==> config.mk <==
export PLATFORM = sky130hd
export DESIGN_NAME = prod_sched
export DESIGN_NICKNAME = d
export VERILOG_FILES = /design/src/rtl/prod_sched_pkg.sv /design/src/rtl/prod_sched_skid.sv /design/src/rtl/prod_sched.sv
export SDC_FILE = /design/constraint.sdc
export NUM_CORES = 1
export LEC_CHECK = 0
export CAP_MARGIN = 20
export CORE_ASPECT_RATIO = 1.75
export CORE_MARGIN = 4
export CORE_UTILIZATION = 48
export DETAILED_ROUTE_END_ITERATION = 6
export PLACE_DENSITY = 0.88
export SYNTH_ARGS = -nofsm -noshare
export SYNTH_HDL_FRONTEND = slang
export SYNTH_SLANG_ARGS = --single-unit
==> constraint.sdc <==
create_clock -name clk -period 5.5 [get_ports clk]
set_input_delay 1.1 -clock clk [delete_from_list [all_inputs] [get_ports clk]]
set_output_delay 1.1 -clock clk [all_outputs]
set_load 0.02 [all_outputs]
==> src/rtl/prod_sched_pkg.sv <==
// Shared definitions for the producer scheduler: state encoding, LED bit
// positions and default widths.
package prod_sched_pkg;

  localparam int DEF_DATA_W = 16;
  localparam int DEF_CNT_W  = 16;

  // Bit positions of each state in the one-hot encoding and on the LEDs
  localparam int LED_IDLE   = 0;
  localparam int LED_COMM_F = 1;
  localparam int LED_WAIT_F = 2;
  localparam int LED_COMM_T = 3;
  localparam int LED_WAIT_T = 4;
  localparam int LED_DRAIN  = 5;
  localparam int N_STATES   = 6;

  typedef enum logic [N_STATES-1:0] {
    S_IDLE   = 6'b000001,
    S_COMM_F = 6'b000010,
    S_WAIT_F = 6'b000100,
    S_COMM_T = 6'b001000,
    S_WAIT_T = 6'b010000,
    S_DRAIN  = 6'b100000
  } state_t;

  function automatic logic is_wait(input state_t s);
    return s[LED_WAIT_F] | s[LED_WAIT_T];
  endfunction

endpackage

==> src/rtl/prod_sched_skid.sv <==
// One-entry holding register that parks an accepted word while the buffer
// is full. A load into an occupied entry is ignored so the older word wins.
module skid_reg #(
  parameter int W = 17
) (
  input  logic         clk,
  input  logic         rst,
  input  logic         load,
  input  logic         unload,
  input  logic [W-1:0] din,
  output logic [W-1:0] dout,
  output logic         valid
);

  // NOTE: sequential state uses non-blocking assignments so every flop
  // samples pre-edge values regardless of block ordering.
  always_ff @(posedge clk or posedge rst) begin
    if (rst)          valid <= 1'b0;
    else if (unload)  valid <= 1'b0;
    else if (load)    valid <= 1'b1;
  end

  // NOTE: the payload carries no reset; valid alone qualifies it, so
  // resetting the data would only add reset fan-out.
  always_ff @(posedge clk) begin
    if (load && !valid) dout <= din;
  end

endmodule

==> src/rtl/prod_sched.sv <==
// Producer scheduler: sequences Fibonacci/Timer production, gates producer
// enables and funnels accepted words into the buffer with full backpressure.
module prod_sched
  import prod_sched_pkg::*;
#(
  parameter int DATA_W = DEF_DATA_W,
  parameter int CNT_W  = DEF_CNT_W
) (
  input  logic              clk,
  input  logic              rst,
  input  logic              start_f_p,
  input  logic              start_t_p,
  input  logic              stop_p,
  input  logic              f_valid,
  input  logic [DATA_W-1:0] f_data,
  input  logic              t_valid,
  input  logic [DATA_W-1:0] t_data,
  input  logic              buf_full,
  input  logic              buf_empty,
  input  logic              cons_valid,
  output logic              f_en,
  output logic              t_en,
  output logic              buf_wr,
  output logic [DATA_W-1:0] buf_wdata,
  output logic              src_sel,
  output logic [CNT_W-1:0]  wr_count,
  output logic [5:0]        state_led
);

  state_t            state;
  logic              sel_t;
  logic              acc_valid;
  logic [DATA_W-1:0] acc_data;
  logic              skid_v;
  logic              skid_load;
  logic              skid_unload;
  logic              direct_wr;
  logic              wr_go;
  logic [DATA_W:0]   skid_dout;
  logic [DATA_W:0]   wr_word;

  // Enables and LEDs decode straight from the one-hot state register
  assign state_led = state;
  assign f_en      = state[LED_COMM_F];
  assign t_en      = state[LED_COMM_T];

  always_comb begin
    // NOTE: every signal gets a value on every path, so no latch is inferred.
    sel_t     = state[LED_COMM_T];
    acc_valid = 1'b0;
    if (state == S_COMM_F)      acc_valid = f_valid;
    else if (state == S_COMM_T) acc_valid = t_valid;
    acc_data    = sel_t ? t_data : f_data;
    // The parked word always leaves before anything newer
    skid_unload = skid_v && !buf_full && (is_wait(state) || state == S_DRAIN);
    skid_load   = acc_valid && buf_full && !skid_v;
    direct_wr   = acc_valid && !buf_full && !skid_v;
    wr_go       = skid_unload || direct_wr;
    wr_word     = skid_unload ? skid_dout : {sel_t, acc_data};
  end

  skid_reg #(.W(DATA_W + 1)) u_skid (
    .clk    (clk),
    .rst    (rst),
    .load   (skid_load),
    .unload (skid_unload),
    .din    ({sel_t, acc_data}),
    .dout   (skid_dout),
    .valid  (skid_v)
  );

  always_ff @(posedge clk or posedge rst) begin
    if (rst) begin
      state     <= S_IDLE;
      buf_wr    <= 1'b0;
      buf_wdata <= '0;
      src_sel   <= 1'b0;
      wr_count  <= '0;
    end else begin
      buf_wr <= wr_go;
      if (wr_go) begin
        buf_wdata <= wr_word[DATA_W-1:0];
        src_sel   <= wr_word[DATA_W];
        wr_count  <= wr_count + CNT_W'(1);
      end

      unique case (state)
        S_IDLE: begin
          // No write can be in flight here, so clearing the count is safe
          if (start_f_p) begin
            state    <= S_COMM_F;
            wr_count <= '0;
          end else if (start_t_p) begin
            state    <= S_COMM_T;
            wr_count <= '0;
          end
        end
        S_COMM_F: begin
          if (stop_p)        state <= S_DRAIN;
          else if (buf_full) state <= S_WAIT_F;
        end
        S_COMM_T: begin
          if (stop_p)        state <= S_DRAIN;
          else if (buf_full) state <= S_WAIT_T;
        end
        S_WAIT_F: begin
          if (stop_p)                    state <= S_DRAIN;
          else if (!buf_full && !skid_v) state <= S_COMM_F;
        end
        S_WAIT_T: begin
          if (stop_p)                    state <= S_DRAIN;
          else if (!buf_full && !skid_v) state <= S_COMM_T;
        end
        S_DRAIN: begin
          if (buf_empty && !cons_valid && !skid_v) state <= S_IDLE;
        end
        default: state <= S_IDLE;
      endcase
    end
  end

endmodule

==> results_dict.tcl <==
set metrics [dict create \
    status "finished clean" \
    finalWorstSetupSlack_ns 2.21 \
    slew_viol_final 0 \
    grt_pass1_wl_mm 11.5 \
    cts_setup_buffers 0 \
    p_int_w 0.00103 \
    p_total_w 0.00161 \
    synth_area_um2 3020 \
    p_sw_w 0.000581 \
    fill_cells 501 \
    grt.total_usage_pct 19.7 \
    cap_violations 0 \
    clock_sinks 58 \
    cts.path.max_buffers 2 \
    ctsResizeCount 0 \
    clkTransAtPathRegs_ns 0.07 \
    core_region_area_um2 6180 \
    die_h_um 113 \
    setup_viol 0 \
    ff_latch_area_um2 1540 \
    ys.flop_type "dfrtp_1" \
    port_buffers 83 \
    grt_max_degree 44 \
    crit_chain "nand3b_1, a2111oi_4, buf_4, mux2i_1, o21ai_1" \
    grt_pass1_vias 2444 \
    cts_root_buf "clkbuf_8" \
    place_ws_ns 1.87 \
    vias_per_cell 5.51 \
    period_share_pct 59.7 \
    period_needed_ns 3.29 \
    multiInputGateArea_um2 1360 \
    hold_path.class "reg2reg" \
    power_frac_clock_pct 21.5 \
    place_congestion 0.815 \
    timing.setup.tns_ns 0 \
    synth.distinct_cells 45 \
    synth_warnings 0 \
    arrival_ns 3.48 \
    antenna_found_initial 0 \
    htreeDepth 3 \
    cts_hold_buf 0 \
    cp_top_family "compound AO/OA/AOI/OAI gates" \
    end_kind "register" \
    syn2layout_area_growth_pct 34.9 \
    cp-start-kind "register" \
    slowest_stage "dfrtp_1" \
    utilization_pct 66.0 \
    start_util_pct 48.9 \
    ir_worst_vdd_uv 236 \
    die_area_um2 7680 \
    grt-ovfl-total 0 \
    num_io_pins 84 \
    dr.pass1.iters 4 \
    cts_inserted_buffers 9 \
    syn_nets 316 \
    synth_seq_cells 58 \
    vias 2409 \
    worstSetupPathType "reg2reg" \
    diodes 0 \
    p_seq_share_pct 39.7 \
    avgSynthCellArea_um2 11.1 \
    rsz0062_at_grt "false" \
    syn_inst 273 \
    worst-path-buf-inv 1 \
    crit_required_ns 5.70 \
    drive_above_1_share_pct 11.2 \
    crit_path_max_fanout 30 \
    synth.area.top_cells "dfrtp_1 (33%), edfxtp_1 (17%), mux2i_1 (9.9%)" \
    seq_area_frac_synth_pct 50.8 \
    wl_per_cell_um 16.4 \
    power_density_nw_per_um2 394 \
    p_leak_nw 1.59 \
    drtIter0Drc 128 \
    hold_viol 0 \
    nets 395 \
    yosys.area.top_type "dfrtp_1" \
    worst_pin_slew_ns 1.09 \
    ant_nets 0 \
    async_flop_share_pct 70.7 \
    slew_headroom_pct 27.2 \
    synth_edf_count 17 \
    rows 38 \
    synth.top_cell.area_share_pct 33.1 \
    fin_skew_ns 0.0146 \
    die_w_um 68 \
    cpPeakStageDelay_ns 1.07 \
    combPwrFrac_pct 38.7 \
    clk_latency_ns 0.33 \
    sw_frac_of_total_pct 36.1 \
    drc 0 \
    totalWireLength_mm 7.16 \
    dp_hpwl_mm 5.10 \
    cts_tree "built" \
    max_freq_ghz 0.304 \
]
## cells in the mapped netlist, types with 2 or more instances
library cell	number
dfrtp_1	40
nand2_1	35
mux2i_1	30
o21ai_1	19
edfxtp_1	17
mux2_2	16
clkbuf_1	13
nand2b_1	9
a21oi_1	7
inv_1	7
nor2_1	7
nor4b_1	5
and4_1	4
nand3_1	4
nand3b_1	4
nand4_1	4
o2111ai_1	4
o211ai_1	4
or4_1	4
a211oi_1	3
buf_2	3
buf_4	3
nor3_1	3
a2111oi_4	2
a21o_1	2
buf_6	2
nor4_1	2
o32a_1	2
xnor2_1	2
## power groups by stage
stage / combinational, W / sequential (W) / clock (W)
2_1_floorplan: 0.000318 / 0.000685 / 0
3_3_place_gp: 0.000598 / 0.000642 / 0
3_5_place_dp: 0.000619 / 0.000643 / 0
4_1_cts: 0.000620 / 0.000639 / 0.000354
5_1_grt: 0.000678 / 0.000651 / 0.000372
6_report: 0.000623 / 0.000639 / 0.000347
## cell families after synthesis
| logic type | Yosys count | synth area share [%] |
|---|---|---|
| AND/OR/NAND/NOR | 87 | 15.4 |
| flip-flops | 58 | 50.8 |
| AO/OA/AOI/OAI | 50 | 12.1 |
| multiplexers | 46 | 15.9 |
| buffers and inverters | 28 | 4.47 |
| XOR/XNOR | 3 | 0.869 |
| adder cells (fa/ha/maj) | 1 | 0.414 |
## per-stage QoR
stage	cells	hold WS (ns)	cell area, µm²
3_3_place_gp	420	0.434	3890
5_1_grt	437	0.479	4080
2_1_floorplan	273	0.432	3020
3_5_place_dp	420	0.448	3890
6_report	437	0.455	4080
4_1_cts	436	0.461	4060
## flip-flops by register name (all words and copies together) (netlist names)
| name | cells |
|---|---|
| u_skid.dout | 17 |
| buf_wr | 1 |
| wr_count | 16 |
| state_led | 6 |
| src_sel | 1 |
| buf_wdata | 16 |
| u_skid.valid | 1 |
## layout by cell type, fill, tap and decap left out, types with 2 or more instances in the layout
| cell | n |
|---|---|
| a211oi_1 | 3 |
| clkdlybuf4s50_1 | 83 |
| mux2i_1 | 30 |
| xnor2_1 | 2 |
| a2111oi_4 | 2 |
| nand4_1 | 4 |
| o211ai_1 | 4 |
| nor2_1 | 7 |
| a21oi_1 | 7 |
| dfrtp_1 | 40 |
| clkinv_2 | 3 |
| buf_4 | 5 |
| nor4_1 | 2 |
| o2111ai_1 | 4 |
| mux2_2 | 16 |
| nand2b_1 | 9 |
| nand2_1 | 35 |
| clkbuf_8 | 11 |
| nand3_1 | 4 |
| o21ai_1 | 19 |
| inv_1 | 7 |
| nor3_1 | 3 |
| clkbuf_1 | 2 |
| nand3b_1 | 4 |
| a21o_1 | 2 |
| o32a_1 | 2 |
| edfxtp_1 | 17 |
| nor4b_1 | 5 |
| or4_1 | 4 |
| and4_1 | 4 |
## worst paths after layout
| check | depth (start not counted) | endpoint | start | slack [ns] |
|---|---|---|---|---|
| max in group asynchronous | 3 | buf_wdata[6] | rst | 3.91 |
| worst min register to register | 2 | buf_wdata[8] | u_skid.dout[8] | 0.45 |
| worst max register to register | 5 | buf_wdata[10] | state_led[3] | 2.21 |
| min in group asynchronous | 3 | wr_count[11] | rst | 1.22 |
| worst max-delay path | 5 | buf_wdata[10] | state_led[3] | 2.21 |
| worst min-delay path | 2 | buf_wdata[8] | u_skid.dout[8] | 0.45 |
## layout make-up
| type | instances | area share [%] |
|---|---|---|
| Clock buffer | 13 | 3.90 |
| Sequential cell | 58 | 37.7 |
| Multi-Input combinational cell | 187 | 33.3 |
| Clock inverter | 3 | 0.368 |
| Tap cell | 80 | 2.45 |
| Timing Repair Buffer | 89 | 21.7 |
| Inverter | 7 | 0.644 |
## layer usage
metal	track usage, %	share of wire (%)
met1	22.6	38
met2	34.0	56
met3	3.87	4.4
met4	9.03	1.6
met5	0	0
## worst min-delay path: stages, from the launching register on
cell	delay (ns)
edfxtp_1	0.32
nand2_1	0.05
o21ai_1	0.06
No activity file was read; power rests on OpenSTA's default activity.
